## config.mk

```make
export PLATFORM = sky130hd
export DESIGN_NAME = sha_block_assembler_480_flat
export DESIGN_NICKNAME = d
export VERILOG_FILES = /design/src/rtl/sha_block_assembler_480_if.sv /design/src/rtl/sha_block_assembler_480.sv /design/src/flat_wrapper.sv
export SDC_FILE = /design/constraint.sdc
export NUM_CORES = 1
export LEC_CHECK = 0
export CORE_ASPECT_RATIO = 0.7
export CORE_MARGIN = 2
export CORE_UTILIZATION = 44
export DETAILED_ROUTE_END_ITERATION = 12
export HOLD_SLACK_MARGIN = 0.02
export PLACE_DENSITY = 0.77
export SLEW_MARGIN = 10
export SYNTH_ARGS = -nofsm -noshare
export SYNTH_HDL_FRONTEND = slang
export SYNTH_SLANG_ARGS = --single-unit
```

## constraint.sdc

```tcl
create_clock -name clk -period 16.2 [get_ports clk]
set_input_delay 2.43 -clock clk [delete_from_list [all_inputs] [get_ports clk]]
set_output_delay 2.43 -clock clk [all_outputs]
set_load 0.05 [all_outputs]
```

## src/rtl/sha_block_assembler_480_if.sv

```systemverilog
// Word-stream / block-output bus for sha_block_assembler_480.
// master: word source plus downstream core (drives words, clear, core_ready).
// slave:  the assembler.
interface sha_block_assembler_480_if #(
  parameter int WORD_W    = 32,
  parameter int NUM_WORDS = 15,
  parameter int CNT_W     = 4
);
  localparam int BLOCK_W = WORD_W * NUM_WORDS;

  logic               clear;
  logic               in_valid;
  logic [WORD_W-1:0]  in_word;
  logic               in_ready;
  logic               core_ready;
  logic               write_en;
  logic [BLOCK_W-1:0] block_out;
  logic [CNT_W-1:0]   word_cnt;
  logic               block_pend;

  modport master (
    output clear, in_valid, in_word, core_ready,
    input  in_ready, write_en, block_out, word_cnt, block_pend
  );

  modport slave (
    input  clear, in_valid, in_word, core_ready,
    output in_ready, write_en, block_out, word_cnt, block_pend
  );
endinterface

```

## src/rtl/sha_block_assembler_480.sv

```systemverilog
// Packs NUM_WORDS message words into one BLOCK_W block for the SHA-256 block
// save register, then strobes write_en once the downstream core is ready.
// Optional build macro SHA_ASM_BSWAP_EN: byte-reverse each word before storage
// (little-endian sources); default stores words unmodified.
//
// state | meaning
// FILL  | accepting words into slots 0..NUM_WORDS-1
// PEND  | block complete, waiting for core_ready; write_en follows core_ready
module sha_block_assembler_480 #(
  parameter int WORD_W    = 32,
  parameter int NUM_WORDS = 15,
  parameter int CNT_W     = 4
) (
  input logic clk,
  input logic rst,
  sha_block_assembler_480_if.slave bus
);
  localparam int BLOCK_W = WORD_W * NUM_WORDS;

  typedef enum logic {FILL = 1'b0, PEND = 1'b1} state_t;

  state_t             state;
  state_t             state_nxt;
  logic               live_q;
  logic               hs;
  logic               last_word;
  logic [WORD_W-1:0]  word_in;
  logic [CNT_W-1:0]   cnt_q;
  logic [BLOCK_W-1:0] blk_q;

  assign bus.word_cnt  = cnt_q;
  assign bus.block_out = blk_q;

  // A word is taken only on a real handshake; clear drops any word offered.
  assign hs        = bus.in_valid && bus.in_ready && !bus.clear;
  assign last_word = (cnt_q == CNT_W'(NUM_WORDS - 1));

  // State register.
  always_ff @(posedge clk or posedge rst) begin
    if (rst) state <= FILL;
    else     state <= state_nxt;
  end

  // Holds in_ready low during reset and until the first edge after release.
  always_ff @(posedge clk or posedge rst) begin
    if (rst) live_q <= 1'b0;
    else     live_q <= 1'b1;
  end

  // Next-state logic; clear overrides everything except reset.
  always_comb begin
    state_nxt = state;
    if (bus.clear) begin
      state_nxt = FILL;
    end else begin
      case (state)
        FILL:    if (hs && last_word) state_nxt = PEND;
        PEND:    if (bus.core_ready)  state_nxt = FILL;
        default: state_nxt = FILL;
      endcase
    end
  end

  // Moore outputs, write_en gated by core_ready and suppressed by clear.
  always_comb begin
    bus.in_ready   = 1'b0;
    bus.block_pend = 1'b0;
    bus.write_en   = 1'b0;
    case (state)
      FILL: bus.in_ready = live_q;
      PEND: begin
        bus.block_pend = 1'b1;
        bus.write_en   = bus.core_ready && !bus.clear;
      end
      default: ;
    endcase
  end

  // Incoming word path: optional byte reversal, otherwise pass-through.
  always_comb begin
    word_in = bus.in_word;
`ifdef SHA_ASM_BSWAP_EN
    for (int b = 0; b < WORD_W / 8; b++) begin
      word_in[b*8 +: 8] = bus.in_word[WORD_W-8-b*8 +: 8];
    end
`endif
  end

  // Word counter: counts accepted words, parks at NUM_WORDS while pending.
  always_ff @(posedge clk or posedge rst) begin
    if (rst)               cnt_q <= '0;
    else if (bus.clear)    cnt_q <= '0;
    else if (bus.write_en) cnt_q <= '0;
    else if (hs)           cnt_q <= cnt_q + 1'b1;
  end

  // Block register: slot k sits at the top-down position k; old contents
  // stay visible until overwritten by the next block's words.
  always_ff @(posedge clk or posedge rst) begin
    if (rst) begin
      blk_q <= '0;
    end else if (hs) begin
      for (int k = 0; k < NUM_WORDS; k++) begin
        if (cnt_q == CNT_W'(k)) blk_q[BLOCK_W-1-k*WORD_W -: WORD_W] <= word_in;
      end
    end
  end
endmodule
```

## src/flat_wrapper.sv

```systemverilog
// flat-port wrapper written by rule: the top's interface ports become plain ports
module sha_block_assembler_480_flat 
#(
  parameter int WORD_W    = 32,
  parameter int NUM_WORDS = 15,
  parameter int CNT_W     = 4
)
  (clk, rst, bus_clear, bus_in_valid, bus_in_word, bus_core_ready, bus_in_ready, bus_write_en, bus_block_out, bus_word_cnt, bus_block_pend);
  sha_block_assembler_480_if #(.WORD_W(WORD_W), .NUM_WORDS(NUM_WORDS), .CNT_W(CNT_W)) bus_i ();
  input logic clk;
  input logic rst;
  input wire logic [$bits(bus_i.clear)-1:0] bus_clear;
  input wire logic [$bits(bus_i.in_valid)-1:0] bus_in_valid;
  input wire logic [$bits(bus_i.in_word)-1:0] bus_in_word;
  input wire logic [$bits(bus_i.core_ready)-1:0] bus_core_ready;
  output wire logic [$bits(bus_i.in_ready)-1:0] bus_in_ready;
  output wire logic [$bits(bus_i.write_en)-1:0] bus_write_en;
  output wire logic [$bits(bus_i.block_out)-1:0] bus_block_out;
  output wire logic [$bits(bus_i.word_cnt)-1:0] bus_word_cnt;
  output wire logic [$bits(bus_i.block_pend)-1:0] bus_block_pend;
  assign bus_i.clear = bus_clear;
  assign bus_i.in_valid = bus_in_valid;
  assign bus_i.in_word = bus_in_word;
  assign bus_i.core_ready = bus_core_ready;
  assign bus_in_ready = bus_i.in_ready;
  assign bus_write_en = bus_i.write_en;
  assign bus_block_out = bus_i.block_out;
  assign bus_word_cnt = bus_i.word_cnt;
  assign bus_block_pend = bus_i.block_pend;
  sha_block_assembler_480 #(.WORD_W(WORD_W), .NUM_WORDS(NUM_WORDS), .CNT_W(CNT_W)) u_core (.clk(clk), .rst(rst), .bus(bus_i));
endmodule
```

* Yosys cells after proc, flatten, opt, wreduce, memory -nomap -nowiden
Cells that the tools add are included.
** Storage, ports and cells
- Logic and storage cells :: 66
- Bits of input ports :: 37
- Register bits after elaboration :: 486
** Operators by class
- Bitwise gates (word level) :: 1
- Add/subtract/negate cells :: 1
- Eq/ne operators :: 14
- Mux-type cells :: 10
- Reduce and logical (&&, ||, !) cells :: 22
** Operator list (number)
- $reduce_and 2->1 :: 15
- $eq 4x4->1 const B :: 7
- $eq 4x3->1 const B :: 4
- $mux 4 :: 3
- $eq 4x2->1 const B :: 2
- $mux 1 :: 6
- $add 4x1->4 const B :: 1
- $eq 4x1->1 const B :: 1
- $logic_and 1x1->1 :: 4
- $logic_not 4->1 :: 1
- $reduce_bool 3->1 :: 1
- $pmux 1 s2 :: 1
- $logic_not 1->1 :: 1
- $not 1->1 :: 1

* Depth between registers and ports, before layout
- Depth in word-level cells :: 7
- Gate-level depth with buffers :: 6
- Gate-level depth less buffers :: 5

* Worst setup path after synthesis
Ideal clock, no wire load.
- Path type :: input port to output port
- Start point :: input port bus_core_ready
- End point :: output port bus_write_en
- Data required time :: 13.770 ns
- Data arrival time :: 3.198 ns
- Stages on the path :: 2
- Path slack :: 10.572 ns
- Path through :: nand2_1 -> nor2_1
** Between the ends
- Word-level cells in the longest chain between the ends :: 2
** RTL lines
- from (decl) :: RTL line flat_wrapper.sv:15 : input wire logic [$bits(bus_i.core_ready)-1:0] bus_core_ready;
- $logic_and 1x1->1 :: RTL line sha_block_assembler_480.sv:73 : bus.write_en = bus.core_ready && !bus.clear;
- $mux 1 :: RTL line sha_block_assembler_480.sv:69 : case (state)
- to (decl) :: RTL line flat_wrapper.sv:17 : output wire logic [$bits(bus_i.write_en)-1:0] bus_write_en;
No other way between the ends.

* Final worst setup path
Ends and elaborated chain as after synthesis.

==> out/summary.md <==
### Floorplan
• **Die ar.** 0.0451 mm²
• **die span in y** 178 µm
• **starting density of the core** 44.9%
• **boundary pin count** 524
• **Core Rows** 63
• **DIE WIDTH** 253 µm
• **area of the core region** 0.0426 mm²

### GRT
• **global-route wire length before repair** 81800 µm
• **overall track demand over capacity in global routing** 24.3%
• **pin count of the biggest net entering global routing** 151
• **number of antenna violations at the first check in global routing** 0
• **number of global-route vias before repair** 12.3k
• **remaining global-route overflow** 0

### Power and ir drop
• **total power density per cell area** 107 mW/mm²
• **VDD IR max** 96.7 µV
• **total power draw** 2.79 mW
• **Leakage** 12.2 nW

### Layout
• **Area Growth Syn to Fin** 37.2%
• **share of layout cells above drive strength 1** 34.9%
• **count of antenna diodes in the layout** 0
• **most common cell after layout, fill and taps aside** sky130_fd_sc_hd__clkdlybuf4s50_1
• **commonest cells after routing, fill and taps aside** sky130_fd_sc_hd__clkdlybuf4s50_1, sky130_fd_sc_hd__dfrtp_1, sky130_fd_sc_hd__mux2_2, sky130_fd_sc_hd__mux2_4, sky130_fd_sc_hd__clkbuf_16
• **count of nets after finishing** 1641

### Synthesis
• **register area share after synthesis** 63.7%
• **Yosys top cell area share** 63.7%
• **cells taking the most area after synthesis** sky130_fd_sc_hd__dfrtp_1, sky130_fd_sc_hd__mux2_2, sky130_fd_sc_hd__mux2_4, sky130_fd_sc_hd__buf_6, sky130_fd_sc_hd__mux2_1
• **warnings from Yosys** 0
• **count of mapped cells out of synthesis** 1102
• **flip-flop and latch count after synthesis** 486
• **top cell type by total area after synthesis** sky130_fd_sc_hd__dfrtp_1
• **post-synthesis area per instance** 17.3 µm²
• **number of different library cells in the post-synthesis netlist** 26
• **synthesized net count** 1143
• **Cell Area, Synth** 0.0191 mm²

### Clock tree
• **# H-tree levels** 2
• **CTS Buf Count** 47
• **number of gates resized after cts** 0
• **number of buffers added for setup after CTS** 0
• **Max clock buf depth** 3
• **post-cts hold buffer count** 0
• **CTS root buffer** sky130_fd_sc_hd__clkbuf_16
• **clock transition at the registers of the reported paths** 0.06 ns
• **Clock Latency Late Sink** 0.55 ns
• **clock tree from TritonCTS** yes
• **number of sinks handled by clock tree synthesis** 486

### Worst setup path
• **Most common cell on crit path** sky130_fd_sc_hd__clkdlybuf4s50_1
• **CP max stage cell** sky130_fd_sc_hd__clkdlybuf4s50_1
• **element type at the critical path end** output pin
• **delay of the slowest critical-path stage** 0.81 ns
• **path type of the worst setup path** in2out
• **data required time of the critical path** 13.77 ns
• **Arrival @ worst endpoint** 3.93 ns
• **crit-path cells** clkdlybuf4s50_1 > nand2_1 > nor2_1 > clkdlybuf4s50_1
• **crit start category** input port
• **Critical Path Fanout Max** 4

### STA
• **Setup Skew** 0.0137 ns
• **unrepaired setup endpoints after global routing** no
• **Final Hold Violating Endpoints** 0
• **max frequency** 157 MHz
• **final slew viol count** 0
• **final total negative setup slack** 0 ns
• **total of endpoints with negative setup slack in the final report** 0
• **Worst Max-Slew Pin Slew** 1.25 ns
• **Max-slew headroom** 16.5%
• **least setup slack across all paths after layout** 9.84 ns
• **share of the cycle needed by the critical path after routing** 39.3%
• **min cycle time layout** 6.36 ns

### Drt
• **number of DRC violations after detailed routing** 0
• **detailed-route wire length** 55300 µm
• **via/cell ratio** 5.20
• **iteration count of the initial detailed-routing pass** 5
• **antenna-violating nets left** 0
• **routed wire length per instance** 25.3 µm
• **Starting DRT DRC Count** 603
• **routed via count** 11.4k

### Job
• **Max-cap violations** 0

### Placement
• **Post-DP HPWL** 38000 µm
• **weighted congestion at the end of routability-driven global placement** 0.779
• **pre-CTS worst setup slack** 9.86 ns
• **count of input and output buffers** 523

### Run status
• **status** finished clean

### Min path
• **Tightest Hold Check Type** reg2reg

## logic make-up (layout without fill, tap and decap cells)
| kind of cell | count (synthesis) | count (layout) | share of synthesized area [%] |
|---|---|---|---|
| buf+inv | 91 | 624 | 2.78 |
| xor+xnor | 1 | 1 | 0.0459 |
| fa+ha+maj | 4 | 4 | 0.262 |
| flops | 486 | 486 | 63.7 |
| simple gates | 34 | 34 | 1.18 |
| compound gates | 5 | 5 | 0.157 |
| other cells | 1 | 1 | 0.0196 |
| mux | 480 | 480 | 31.9 |
## worst max-delay path: cells and delay by family
kind          cells  cell delay [ns]
simple gates      2             0.23
buf+inv           2             1.26
## metrics by stage
step / utilization [%] / instances / hold slack [ns] / area, µm²
floorplan: - / 1102 / 0.650 / 19100
global placement: 57.9 / 2103 / 0.467 / 24700
detailed placement: 57.9 / 2103 / 0.474 / 24700
CTS: 61.5 / 2187 / 0.487 / 26200
global route: 61.5 / 2187 / 0.509 / 26200
finish: 61.5 / 2187 / 0.484 / 26200
## synth_stat cells (all sizes together)
cell and n:
and4b 8, conb 1, dfrtp 486, o21ba 1, nand4b 1, a21oi 3
nand2 1, nand4bb 1, nand3 12, nand3b 1, o21ai 1, nand2b 1
inv 3, buf 54, or3 1, xor2 1, clkbuf 34, ha 4
nor2 6, mux2 480, and4bb 1, nor2b 1
## final timing paths
| kind | slack [ns] | depth (start not counted) | startpoint | to |
|---|---|---|---|---|
| hold / removal | 0.48 | 1 | u_core.bus.block_out[124]$_DFFE_PP0P_ | u_core.bus.block_out[124]$_DFFE_PP0P_ |
| hold reg to reg | 0.48 | 1 | u_core.bus.block_out[124]$_DFFE_PP0P_ | u_core.bus.block_out[124]$_DFFE_PP0P_ |
| min in group asynchronous | 2.54 | 2 | rst | u_core.bus.block_out[249]$_DFFE_PP0P_ |
| max in group asynchronous | 11.14 | 4 | rst | u_core.bus.block_out[465]$_DFFE_PP0P_ |
| setup reg to reg | 13.29 | 3 | u_core.state$_DFF_PP0_ | u_core.bus.block_out[399]$_DFFE_PP0P_ |
| setup / recovery | 9.84 | 4 | bus_core_ready | bus_write_en |
## flip-flops by register name, indices dropped and copies added (netlist names)
register / flops
u_core.live_q: 1
u_core.state: 1
u_core.bus.block_out: 480
u_core.bus.word_cnt: 4
## final cells by class
cell class,count,area (µm²)
clock buffer,65,1360
clock inverter,19,180
fill,3112,16400
inverter,3,18.8
multi-input combinational,525,6450
sequential,486,12200
tap,552,691
timing repair buffer,537,5340
## power by group
group	switching [mW]	leakage, nW	internal (mW)	total (mW)
clock network	0.466	0.755	0.633	1.10
logic	0.276	4.78	0.129	0.405
registers	0.0266	6.67	1.26	1.29
## routing by layer
| layer | GRT usage [%] | wire, µm | part of all wire, % |
|---|---|---|---|
| met5 | 0 | 0 | 0 |
| met4 | 7.13 | 1570 | 2.8 |
| met3 | 7.12 | 4030 | 7.3 |
| met2 | 39.3 | 26200 | 47 |
| met1 | 32.0 | 23600 | 43 |
Note: power is estimated with default switching activity, not from simulation.
